`src/rtl/sprite_addr_gen.sv`:
```
// Pipelined sprite-ROM address generator: maps the scan position relative to a sprite origin
// into a frame/orientation-aware ROM address with a fixed two-cycle latency.
module sprite_addr_gen #(
    parameter int SIZE     = 42,
    parameter int FRAMES   = 3,
    parameter int ADDR_W   = 13,
    parameter int PINGPONG = 0
) (
    input  logic              clk,
    input  logic              rst,
    input  logic [9:0]        h_cnt,
    input  logic [9:0]        v_cnt,
    input  logic [9:0]        x,
    input  logic [9:0]        y,
    input  logic [1:0]        dir,
    input  logic              anim_en,
    input  logic              frame_tick,
    output logic [ADDR_W-1:0] pixel_addr,
    output logic              in_sprite
);

    localparam int FW = (FRAMES > 1) ? $clog2(FRAMES) : 1;
    localparam logic [FW-1:0] LAST_FRAME = FW'(FRAMES - 1);
    localparam logic [9:0]    SIZE_M1    = 10'(SIZE - 1);
    localparam logic [9:0]    SIZE_10    = 10'(SIZE);

    typedef enum logic {CNT_UP, CNT_DOWN} bounce_e;

    bounce_e             bounce_q, bounce_d;
    logic [FW-1:0]       frame_cnt_q, frame_cnt_d;
    logic [FW-1:0]       frame_q, frame_d;
    logic [1:0]          dir_q, dir_d;
    logic [9:0]          dx_q, dx_d, dy_q, dy_d;
    logic                inside_q, inside_d;
    logic [ADDR_W-1:0]   pixel_addr_q, pixel_addr_d;
    logic                in_sprite_q, in_sprite_d;
    logic [9:0]          col, row;

    always_comb begin
        frame_cnt_d = frame_cnt_q;
        bounce_d    = bounce_q;
        if (anim_en && frame_tick && (FRAMES > 1)) begin
            if (PINGPONG == 0) begin
                frame_cnt_d = (frame_cnt_q == LAST_FRAME) ? '0 : frame_cnt_q + FW'(1);
            end else if (bounce_q == CNT_UP) begin
                // Turn around on the endpoint so it is shown only once per pass.
                if (frame_cnt_q == LAST_FRAME) begin
                    frame_cnt_d = frame_cnt_q - FW'(1);
                    bounce_d    = CNT_DOWN;
                end else begin
                    frame_cnt_d = frame_cnt_q + FW'(1);
                end
            end else begin
                if (frame_cnt_q == '0) begin
                    frame_cnt_d = frame_cnt_q + FW'(1);
                    bounce_d    = CNT_UP;
                end else begin
                    frame_cnt_d = frame_cnt_q - FW'(1);
                end
            end
        end
    end

    // Orientation and frame change only at the top-left scan position to avoid tearing.
    always_comb begin
        dir_d   = dir_q;
        frame_d = frame_q;
        if (h_cnt == 10'd0 && v_cnt == 10'd0) begin
            dir_d   = dir;
            frame_d = frame_cnt_q;
        end
    end

    always_comb begin
        dx_d     = h_cnt - x;
        dy_d     = v_cnt - y;
        inside_d = (dx_d < SIZE_10) && (dy_d < SIZE_10);
    end

    always_comb begin
        col = dx_q;
        row = dy_q;
        case (dir_q)
            2'd1: col = SIZE_M1 - dx_q;
            2'd2: begin
                col = dy_q;
                row = SIZE_M1 - dx_q;
            end
            2'd3: begin
                col = SIZE_M1 - dy_q;
                row = dx_q;
            end
            default: ;
        endcase
        // Modular arithmetic at ADDR_W bits equals the full-width sum truncated to ADDR_W.
        pixel_addr_d = '0;
        if (inside_q) begin
            pixel_addr_d = ADDR_W'(frame_q) * ADDR_W'(SIZE * SIZE)
                         + ADDR_W'(row) * ADDR_W'(SIZE) + ADDR_W'(col);
        end
        in_sprite_d = inside_q;
    end

    always_ff @(posedge clk) begin
        if (rst) begin
            frame_cnt_q  <= '0;
            bounce_q     <= CNT_UP;
            dir_q        <= '0;
            frame_q      <= '0;
            dx_q         <= '0;
            dy_q         <= '0;
            inside_q     <= 1'b0;
            pixel_addr_q <= '0;
            in_sprite_q  <= 1'b0;
        end else begin
            frame_cnt_q  <= frame_cnt_d;
            bounce_q     <= bounce_d;
            dir_q        <= dir_d;
            frame_q      <= frame_d;
            dx_q         <= dx_d;
            dy_q         <= dy_d;
            inside_q     <= inside_d;
            pixel_addr_q <= pixel_addr_d;
            in_sprite_q  <= in_sprite_d;
        end
    end

    assign pixel_addr = pixel_addr_q;
    assign in_sprite  = in_sprite_q;

endmodule
```
`config.mk`:
```
export PLATFORM = sky130hd
export DESIGN_NAME = sprite_addr_gen
export DESIGN_NICKNAME = d
export VERILOG_FILES = /design/src/rtl/sprite_addr_gen.sv
export SDC_FILE = /design/constraint.sdc
export NUM_CORES = 1
export LEC_CHECK = 0
export ABC_AREA = 1
export BUFFER_PORTS_ARGS = -buffer_cell sky130_fd_sc_hd__buf_2
export CAP_MARGIN = 0
export CORE_ASPECT_RATIO = 0.75
export CORE_MARGIN = 3
export CORE_UTILIZATION = 26
export CTS_BUF_LIST = sky130_fd_sc_hd__clkbuf_2 sky130_fd_sc_hd__clkbuf_4 sky130_fd_sc_hd__clkbuf_8
export DETAILED_ROUTE_END_ITERATION = 10
export GPL_TIMING_DRIVEN = 0
export MAX_ROUTING_LAYER = met4
export PLACE_DENSITY = 0.4
export REMOVE_ABC_BUFFERS = 1
export SETUP_SLACK_MARGIN = 0.05
export SYNTH_ARGS = -nofsm -noshare
export SYNTH_HDL_FRONTEND = slang
export SYNTH_SLANG_ARGS = --single-unit
export TNS_END_PERCENT = 1
```
`constraint.sdc`:
```
create_clock -name clk -period 5.7 [get_ports clk]
set_clock_uncertainty 0.2 [all_clocks]
set_input_delay 0.57 -clock clk [delete_from_list [all_inputs] [get_ports clk]]
set_output_delay 0.57 -clock clk [all_outputs]
set_load 0.03 [all_outputs]
```
Yosys cells after proc, flatten, opt, wreduce, memory -nomap -nowiden

Index checks and enable logic that the tools add are counted.

Add/sub/neg operators: 7
$mul: 2
Div/mod/pow operators: 0
Order comparisons: 2
Equality and inequality tests: 4
Shift-type cells: 0
Mux-type cells: 3
Bitwise logic cells: 1
Reductions and logical operators: 6

Operators by type and width:

| cell                                                 | number |
|---|---|
| case mux 10 bit (3 select lines)                     | 1 |
| logical NOT 10 bit                                   | 2 |
| < comparator 10 x 6 -> 1 bit (second input constant) | 2 |
| case mux 10 bit (2 select lines)                     | 1 |
| subtractor 10 bit                                    | 2 |
| subtractor 6 x 10 -> 10 bit (first input constant)   | 2 |
| adder 13 x 10 -> 13 bit                              | 1 |
| adder 13 bit                                         | 1 |
| multiplier 10 x 5 -> 12 bit (second input constant)  | 1 |
| multiplier 2 x 9 -> 11 bit (second input constant)   | 1 |
| equality test 2 bit (second input constant)          | 3 |
| logical AND 1 bit                                    | 3 |
| adder 2 x 1 -> 2 bit (second input constant)         | 1 |
| equality test 2 x 1 -> 1 bit (second input constant) | 1 |
| 2-to-1 mux 2 bit                                     | 1 |
| OR reduction 2 bit                                   | 1 |
| inverter 1 bit                                       | 1 |

Register bits after elaboration: 41
Latch bits: 0
Memory bits (writable): 0
ROM bits: 0
Input port bits: 46
Output and inout bits: 14
Memories: 0

Depth between registers and ports, before layout

Gate-level depths: netlist of the first run.

Depth in word-level cells: 5
Gate-level depth with buffers: 30

Worst setup path before layout of the first run

OpenSTA, ideal clock, no wires.

Path kind: reg-to-reg
Start: register dir_q[1]
End: register pixel_addr_q[12], in the netlist pixel_addr[12]
Arrival: 4.505 ns
Data required time: 5.383 ns
Path slack: 0.878 ns
Stages on the path, launching flop included: 25
Path buffers: 2
Cell sequence: dfxtp_1 > buf_2 > buf_1 > o22ai_1 > a21oi_1 > ha_1 > ha_1 > fa_1 > ha_1 > a21o_1 > a21oi_1 > nor2_1 > o21ai_0 > nand2_1 > xor2_1 > ha_1 > ha_1 > nand2_1 > a21oi_1 > a211oi_1 > nand3_1 > inv_1 > nand2_1 > nand2_1 > nor2_2

Longest elaborated chain between the ends: 5

RTL lines:

| element                          | RTL line | text |
|---|---|---|
| from (decl)                      | 32       | `logic [1:0] dir_q, dir_d;` |
| from (signal assigned)           | 118      | `dir_q <= dir_d;` |
| equality test 2 bit              | 83       | `case (dir_q)` |
| case mux 10 bit (2 select lines) | 83       |  |
| multiplier 10 x 5 -> 12 bit      | 99       | `+ ADDR_W'(row) * ADDR_W'(SIZE) + ADDR_W'(col);` |
| adder 13 bit                     | 99       |  |
| adder 13 x 10 -> 13 bit (*)      | 99       |  |
| to (signal assigned)             | 123      | `pixel_addr_q <= pixel_addr_d;` |
| to (decl)                        | 35       | `logic [ADDR_W-1:0] pixel_addr_q, pixel_addr_d;` |

Mark *: on every way between the ends. The rest lies on a longest branch, timed or not.
A chain may end at the register's enable or synchronous reset.

Worst setup path after layout of the first run

Same ends and word-level chain as after synthesis.

==> impl_metrics.env, run 1 <==
export IMPL_route_met2_wl_um=4100
export IMPL_route_met3_wl_um=420
export IMPL_hp_class="reg2reg"
export IMPL_met1_length_um=6570
export IMPL_vias_per_cell=4.50
export IMPL_synthDistinctLibCells=41
export IMPL_dr_total_vias=3862
export IMPL_antenna_found_initial=0
export IMPL_die_area_um2=17500
export IMPL_synth_top_family_by_area="adder cells"
export IMPL_groute_usage_overall_pct=13.7
export IMPL_grt_max_degree=24
export IMPL_fill_cells=1770
export IMPL_syn_area_per_cell_um2=6.99
export IMPL_synth_yosys_seq_area_share_pct=19.8
export IMPL_wirelength_um=11200
export IMPL_reg2reg_slack_ps=480
export IMPL_async_flop_share_pct=0
export IMPL_vdd_drop_max_uv=87.0
export IMPL_hp_start="frame_cnt_q[1]$_SDFFE_PP0P_"
export IMPL_hpwl_um=9680
export IMPL_crit_fanout=13
export IMPL_die_h_um=115
export IMPL_finalCritPeriodShare_pct=91.5
export IMPL_worstHoldPathCells=2
export IMPL_gp_congestion=0.827
export IMPL_fin_area_um2=4770
export IMPL_antenna_left=0
export IMPL_hold_path_end="frame_cnt_q[1]$_SDFFE_PP0P_"
export IMPL_path_clk_slew_ps=80
export IMPL_endpoint_kind="flip-flop"
export IMPL_synth_compound_area_share_pct=14.5
export IMPL_grt_pass1_vias=3662
export IMPL_routed_top_layer="met4"
export IMPL_cts_hold_fix_buffers=0
export IMPL_r2r_start="dir_q[1]$_SDFFE_PP0P_"
export IMPL_area_growth_pct=15.4
export IMPL_worst_pin_slew_ps=513
export IMPL_crit_type="reg2reg"
export IMPL_yosys_warnings=0
export IMPL_htreeDepth=2
export IMPL_cts_buffers=5
export IMPL_outcome="finished clean"
export IMPL_critPathLaunch="dir_q[1]$_SDFFE_PP0P_"
export IMPL_fp_dieW_um=152
export IMPL_critPathRequiredTime_ps=5690
export IMPL_cts_tree="yes"
export IMPL_grt_pass1_wl_um=18500
export IMPL_start_kind="flip-flop"
export IMPL_portBuffers=59
export IMPL_diodes=0
export IMPL_numClockSinks=41
export IMPL_clk_latency_ps=300
export IMPL_max_slew_margin_rel_pct=65.5
export IMPL_fin_nets=776
export IMPL_overflow=0
export IMPL_yosys_most_used_dff="dfxtp_1"
export IMPL_syn_inst=592
export IMPL_syn_cell_area_um2=4140
export IMPL_place_area_um2=4660
export IMPL_core_area_um2=15400
export IMPL_rsz0062_at_grt="false"
export IMPL_hold_viol=0
export IMPL_power_density_nw_per_um2=251
export IMPL_synthAdderAreaFrac_pct=25.7
export IMPL_rows=39
export IMPL_r2r_cells=27
export IMPL_drt_initial_drc_count=188
export IMPL_cts_max_path_buffers=2
export IMPL_r2r_end="pixel_addr[12]$_SDFF_PP0_"
export IMPL_yosys_area_share_simple_pct=24.3
export IMPL_drtPass1Iterations=5
export IMPL_start_util_pct=26.8
export IMPL_ys_ff_latch=41
export IMPL_stdcell_count=859
export IMPL_maxCapViolCount=0
export IMPL_route_detailed_drc=0
export IMPL_leakage_nw=2.54
export IMPL_ios=60
export IMPL_postLayoutCoreUtil_pct=31.0
export IMPL_synth_edff_count=0
export IMPL_root_buffer="clkbuf_8"
export IMPL_synth_xor_area_share_pct=5.08
export IMPL_setup_viol=0
export IMPL_timing_final_crit_period_ps=5220
export IMPL_post_drt_wl_per_cell_um=13.0
export IMPL_dp_cells=851
export IMPL_synthMuxAreaShare_pct=0
export IMPL_critical_path_arrival_ps=5210
export IMPL_drive_gt1_share_pct=13.1
export IMPL_slew_viol_final=0
export IMPL_fmax_ghz=0.192
export IMPL_holdWs_ps=304
-- layout make-up --
| type | instances | area (um2) | area share, % |
|---|---|---|---|
| multi-input combinational | 437 | 2890 | 60.5 |
| sequential | 41 | 826 | 17.3 |
| inverter | 109 | 409 | 8.57 |
| timing repair buffer | 60 | 303 | 6.34 |
| tap | 205 | 256 | 5.37 |
| clock buffer | 6 | 82.6 | 1.73 |
| clock inverter | 1 | 7.51 | 0.157 |
-- Yosys cell counts (4+ instances only) --
cell type  count  area, um2
nor2_1        54        203
nand3_1       30        150
ha_1          61        763
inv_2          4       15.0
xnor2_1        5       43.8
nand2_1      111        417
nor3_1         4       20.0
a211oi_1       4       30.0
fa_1          15        300
xor2_1        19        166
o22ai_1        5       31.3
o21ai_0       32        160
inv_1        105        394
or2_2          4       25.0
nand4_1       11       68.8
dfxtp_1       41        821
a21oi_1       50        250
nor4_1         4       25.0
-- metal layers --
| metal | up-vias | GRT usage, % |
|---|---|---|
| met5 | - | - |
| met3 | 7 | 1.77 |
| met1 | 1728 | 22.4 |
| met2 | 71 | 17.7 |
| met4 | 0 | 2.33 |
| li1 | 2056 | - |
-- state kept, by name (all words and copies together), names as in the netlist --
| name | cells |
|---|---|
| dir_q | 2 |
| dx_q | 10 |
| dy_q | 10 |
| frame_cnt_q | 2 |
| frame_q | 2 |
| in_sprite | 1 |
| in_sprite_d | 1 |
| pixel_addr | 13 |
-- how the worst max path moves through the flow --
stage / endpoint / slack [ps] / cells past startpoint
3_5_place_dp: pixel_addr[12]$_SDFF_PP0_ / -160 / 27
4_1_cts: pixel_addr[12]$_SDFF_PP0_ / 160 / 27
2_1_floorplan: pixel_addr[12]$_SDFF_PP0_ / 800 / 27
6_report: pixel_addr[12]$_SDFF_PP0_ / 480 / 27
3_3_place_gp: pixel_addr[12]$_SDFF_PP0_ / -170 / 27
5_1_grt: pixel_addr[12]$_SDFF_PP0_ / 130 / 24
-- stage by stage --
stage | setup TNS (ps) | setup slack [ps] | total power (W)
floorplan | 0 | 800 | 0.000842
global placement | -175 | -175 | 0.00100
detailed placement | -159 | -159 | 0.00100
CTS | 0 | 161 | 0.00122
global route | 0 | 131 | 0.00134
finish | 0 | 482 | 0.00120
-- worst max-delay path: stages (launching register included) --
cell      delay (ps)
dfxtp_4          460
inv_2            140
nor2_8           180
inv_1            120
o22ai_1          180
a21oi_2           80
ha_1             300
ha_1             340
ha_1             290
ha_1             350
a21oi_1          170
nand2_1          100
a21o_1           180
a21oi_1          210
nor2_1            60
o21ai_0          150
nand2_1           80
xor2_1           140
ha_1             280
ha_1             350
nand2_1          120
a21oi_1           60
a211oi_2         170
nand3_1          150
inv_1             80
nand2_1           50
nand2_1           70
nor2_2            30
-- logic make-up (layout without fill, tap and decap cells) --
| logic type | count (synthesis) | after routing |
|---|---|---|
| simple gates | 229 | 229 |
| buf+inv | 114 | 176 |
| fa+ha+maj | 76 | 76 |
| compound gates | 108 | 108 |
| flops | 41 | 41 |
| xor+xnor | 24 | 24 |
-- power breakdown --
part	internal [W]	switching, W
Combinational	0.000261	0.000411
Clock	0.0000958	0.000107
Sequential	0.000305	0.0000183
Total	0.000661	0.000537
-- cells in the final DEF, fill, tap and decap left out, types with 2 or more instances in the layout --
master       n
a211oi_1     3
a21o_1       2
a21oi_1     49
a21oi_2      2
buf_2       59
clkbuf_8     6
dfxtp_1     39
fa_1        15
ha_1        61
inv_1      105
inv_2        4
nand2_1    111
nand3_1     30
nand3_2      2
nand3b_1     3
nand4_1     11
nor2_1      54
nor3_1       4
nor4_1       4
o2111ai_1    2
o21a_1       2
o21ai_0     32
o21ai_1      2
o221ai_1     3
o22ai_1      5
or2_2        4
xnor2_1      5
xor2_1      19
-- what timing repair did --
item / 4_1_cts / 5_1_grt
resized for setup: 1 / 4
setup buffers: 0 / 1
setup endpoints to repair: 1 / 3
gates cloned: 0 / 0
Note: power is estimated with default switching activity, not from simulation.
==> run 2, diff against run 1 <==
MAX_ROUTING_LAYER = default   (was met4)
==> run 2 against run 1 <==
Largest cell class unchanged. Worst hold slack improved by 5.9 ps. Critical path type unchanged. Critical endpoint unchanged. Sequential power about the same. First-iteration DRC count decreased by 17%. Clock power about the same. Register-to-register slack about the same. Count of clock-buffer cells in the layout unchanged.
==> impl_metrics.env, run 2 (synthesis gave the netlist of run 1 again) <==
export IMPL_cts_tree="yes"
export IMPL_slew_viol_final=0
export IMPL_root_buffer="clkbuf_8"
export IMPL_antenna_found_initial=0
export IMPL_drive_gt1_share_pct=13.9
export IMPL_hpwl_um=9670
export IMPL_worst_pin_slew_ps=487
export IMPL_cts_buffers=5
export IMPL_regArea_um2=826
export IMPL_postLayoutCoreUtil_pct=31.2
export IMPL_critical_path_arrival_ps=5190
export IMPL_multiInputGateArea_um2=2910
export IMPL_hold_viol=0
export IMPL_tns_ps=0
export IMPL_drtPass1Iterations=4
export IMPL_place_area_um2=4660
export IMPL_endpoint_kind="flip-flop"
export IMPL_antenna_left=0
export IMPL_rsz0062_at_grt="false"
export IMPL_numClockSinks=41
export IMPL_overflow=0
export IMPL_crit_fanout=4
export IMPL_post_drt_wl_per_cell_um=13.0
export IMPL_worst_path_largest_cell_delay_ps=370
export IMPL_vias_per_cell=4.44
export IMPL_drt_initial_drc_count=156
export IMPL_cts_hold_fix_buffers=0
export IMPL_die_h_um=115
export IMPL_final_common_cell="nand2_1"
export IMPL_finalCritPeriodShare_pct=91.4
export IMPL_fin_nets=778
export IMPL_wirelength_um=11200
export IMPL_power_density_nw_per_um2=250
export IMPL_slowest_stage="dfxtp_1"
export IMPL_fp_dieW_um=152
export IMPL_groute_usage_overall_pct=13.2
export IMPL_start_kind="flip-flop"
export IMPL_clk_latency_ps=290
export IMPL_grt_pass1_wl_um=18400
export IMPL_dr_total_vias=3822
export IMPL_hp_class="reg2reg"
export IMPL_start_util_pct=26.8
export IMPL_htreeDepth=2
export IMPL_rows=39
export IMPL_gp_congestion=0.820
export IMPL_ios=60
export IMPL_fill_cells=1738
export IMPL_portBuffers=59
export IMPL_core_area_um2=15400
export IMPL_fin_total_pwr_w=0.00120
export IMPL_path_clk_slew_ps=80
export IMPL_timing_final_crit_period_ps=5210
export IMPL_leakage_nw=2.56
export IMPL_route_detailed_drc=0
export IMPL_fin_area_um2=4800
export IMPL_die_area_um2=17500
export IMPL_r2r_cells=29
export IMPL_vdd_drop_max_uv=91.8
export IMPL_worstHoldPathCells=2
export IMPL_crit_type="reg2reg"
export IMPL_layout_common_cells="nand2_1, inv_1, ha_1, buf_2, nor2_1"
export IMPL_fmax_ghz=0.192
export IMPL_maxCapViolCount=0
export IMPL_setup_viol=0
export IMPL_cts_max_path_buffers=2
export IMPL_largest_reg_flops=13
export IMPL_grt_max_degree=24
export IMPL_critPathRequiredTime_ps=5680
export IMPL_area_growth_pct=16.1
export IMPL_max_slew_margin_rel_pct=67.4
export IMPL_diodes=0
export IMPL_outcome="finished clean"
export IMPL_grt_pass1_vias=3651
[run 2: changes by cell type in the layout (fill, tap and decap cells not counted)]
cell,previous run,this run
a21oi_1,49,47
a211oi_2,1,0
a211oi_1,3,4
o221ai_1,3,1
buf_4,1,3
a21oi_2,2,4
o221ai_2,0,2
[run 2: power breakdown]
part | switching, W | internal (W)
sequential | 0.0000179 | 0.000305
clock | 0.000105 | 0.0000959
combinational | 0.000415 | 0.000262
[run 2: critical path: cells and delay by family, from the launching register on]
kind            cells  cell delay [ps]
fa+ha+maj           7             2060
compound gates      8             1260
simple gates       10              880
flops               1              370
buf+inv             3              200
xor+xnor            1              150
[run 2: area by class of cell]
class                           count  area share (%)
Clock buffer                        6            1.72
Clock inverter                      1           0.156
Inverter                          109            8.52
Multi-Input combinational cell    437            60.5
Sequential cell                    41            17.2
Tap cell                          205            5.34
Timing Repair Buffer               62            6.61
[run 2: stage by stage]
step	hold slack, ps	instances	worst slack, ps
floorplan	259	587	800
global placement	276	851	-171
detailed placement	296	851	-156
CTS	310	858	162
global route	331	861	84.9
finish	310	861	491
[run 2: path summary, 6_finish.rpt]
path | from | to | slack (ps)
worst min-delay path | frame_cnt_q[1]$_SDFFE_PP0P_ | frame_cnt_q[1]$_SDFFE_PP0P_ | 310
worst min register to register | frame_cnt_q[1]$_SDFFE_PP0P_ | frame_cnt_q[1]$_SDFFE_PP0P_ | 310
worst max register to register | dx_q[2]$_SDFF_PP0_ | pixel_addr[12]$_SDFF_PP0_ | 490
worst max-delay path | dx_q[2]$_SDFF_PP0_ | pixel_addr[12]$_SDFF_PP0_ | 490
[run 2: routing by layer]
metal  global-route usage, %  vias to the layer above  wire (um)
li1                        -                     2060          -
met3                    2.13                        2        381
met5                       0                        -          0
met2                    17.9                       42       4140
met4                    1.62                        0         39
met1                    21.8                     1718       6620
[run 2: what timing repair did]
| item | 4_1_cts | 5_1_grt |
|---|---|---|
| setup endpoints to repair | 1 | 2 |
| gates resized for setup | 1 | 7 |
| setup buffers | 0 | 3 |
| pin swaps | 0 | 1 |
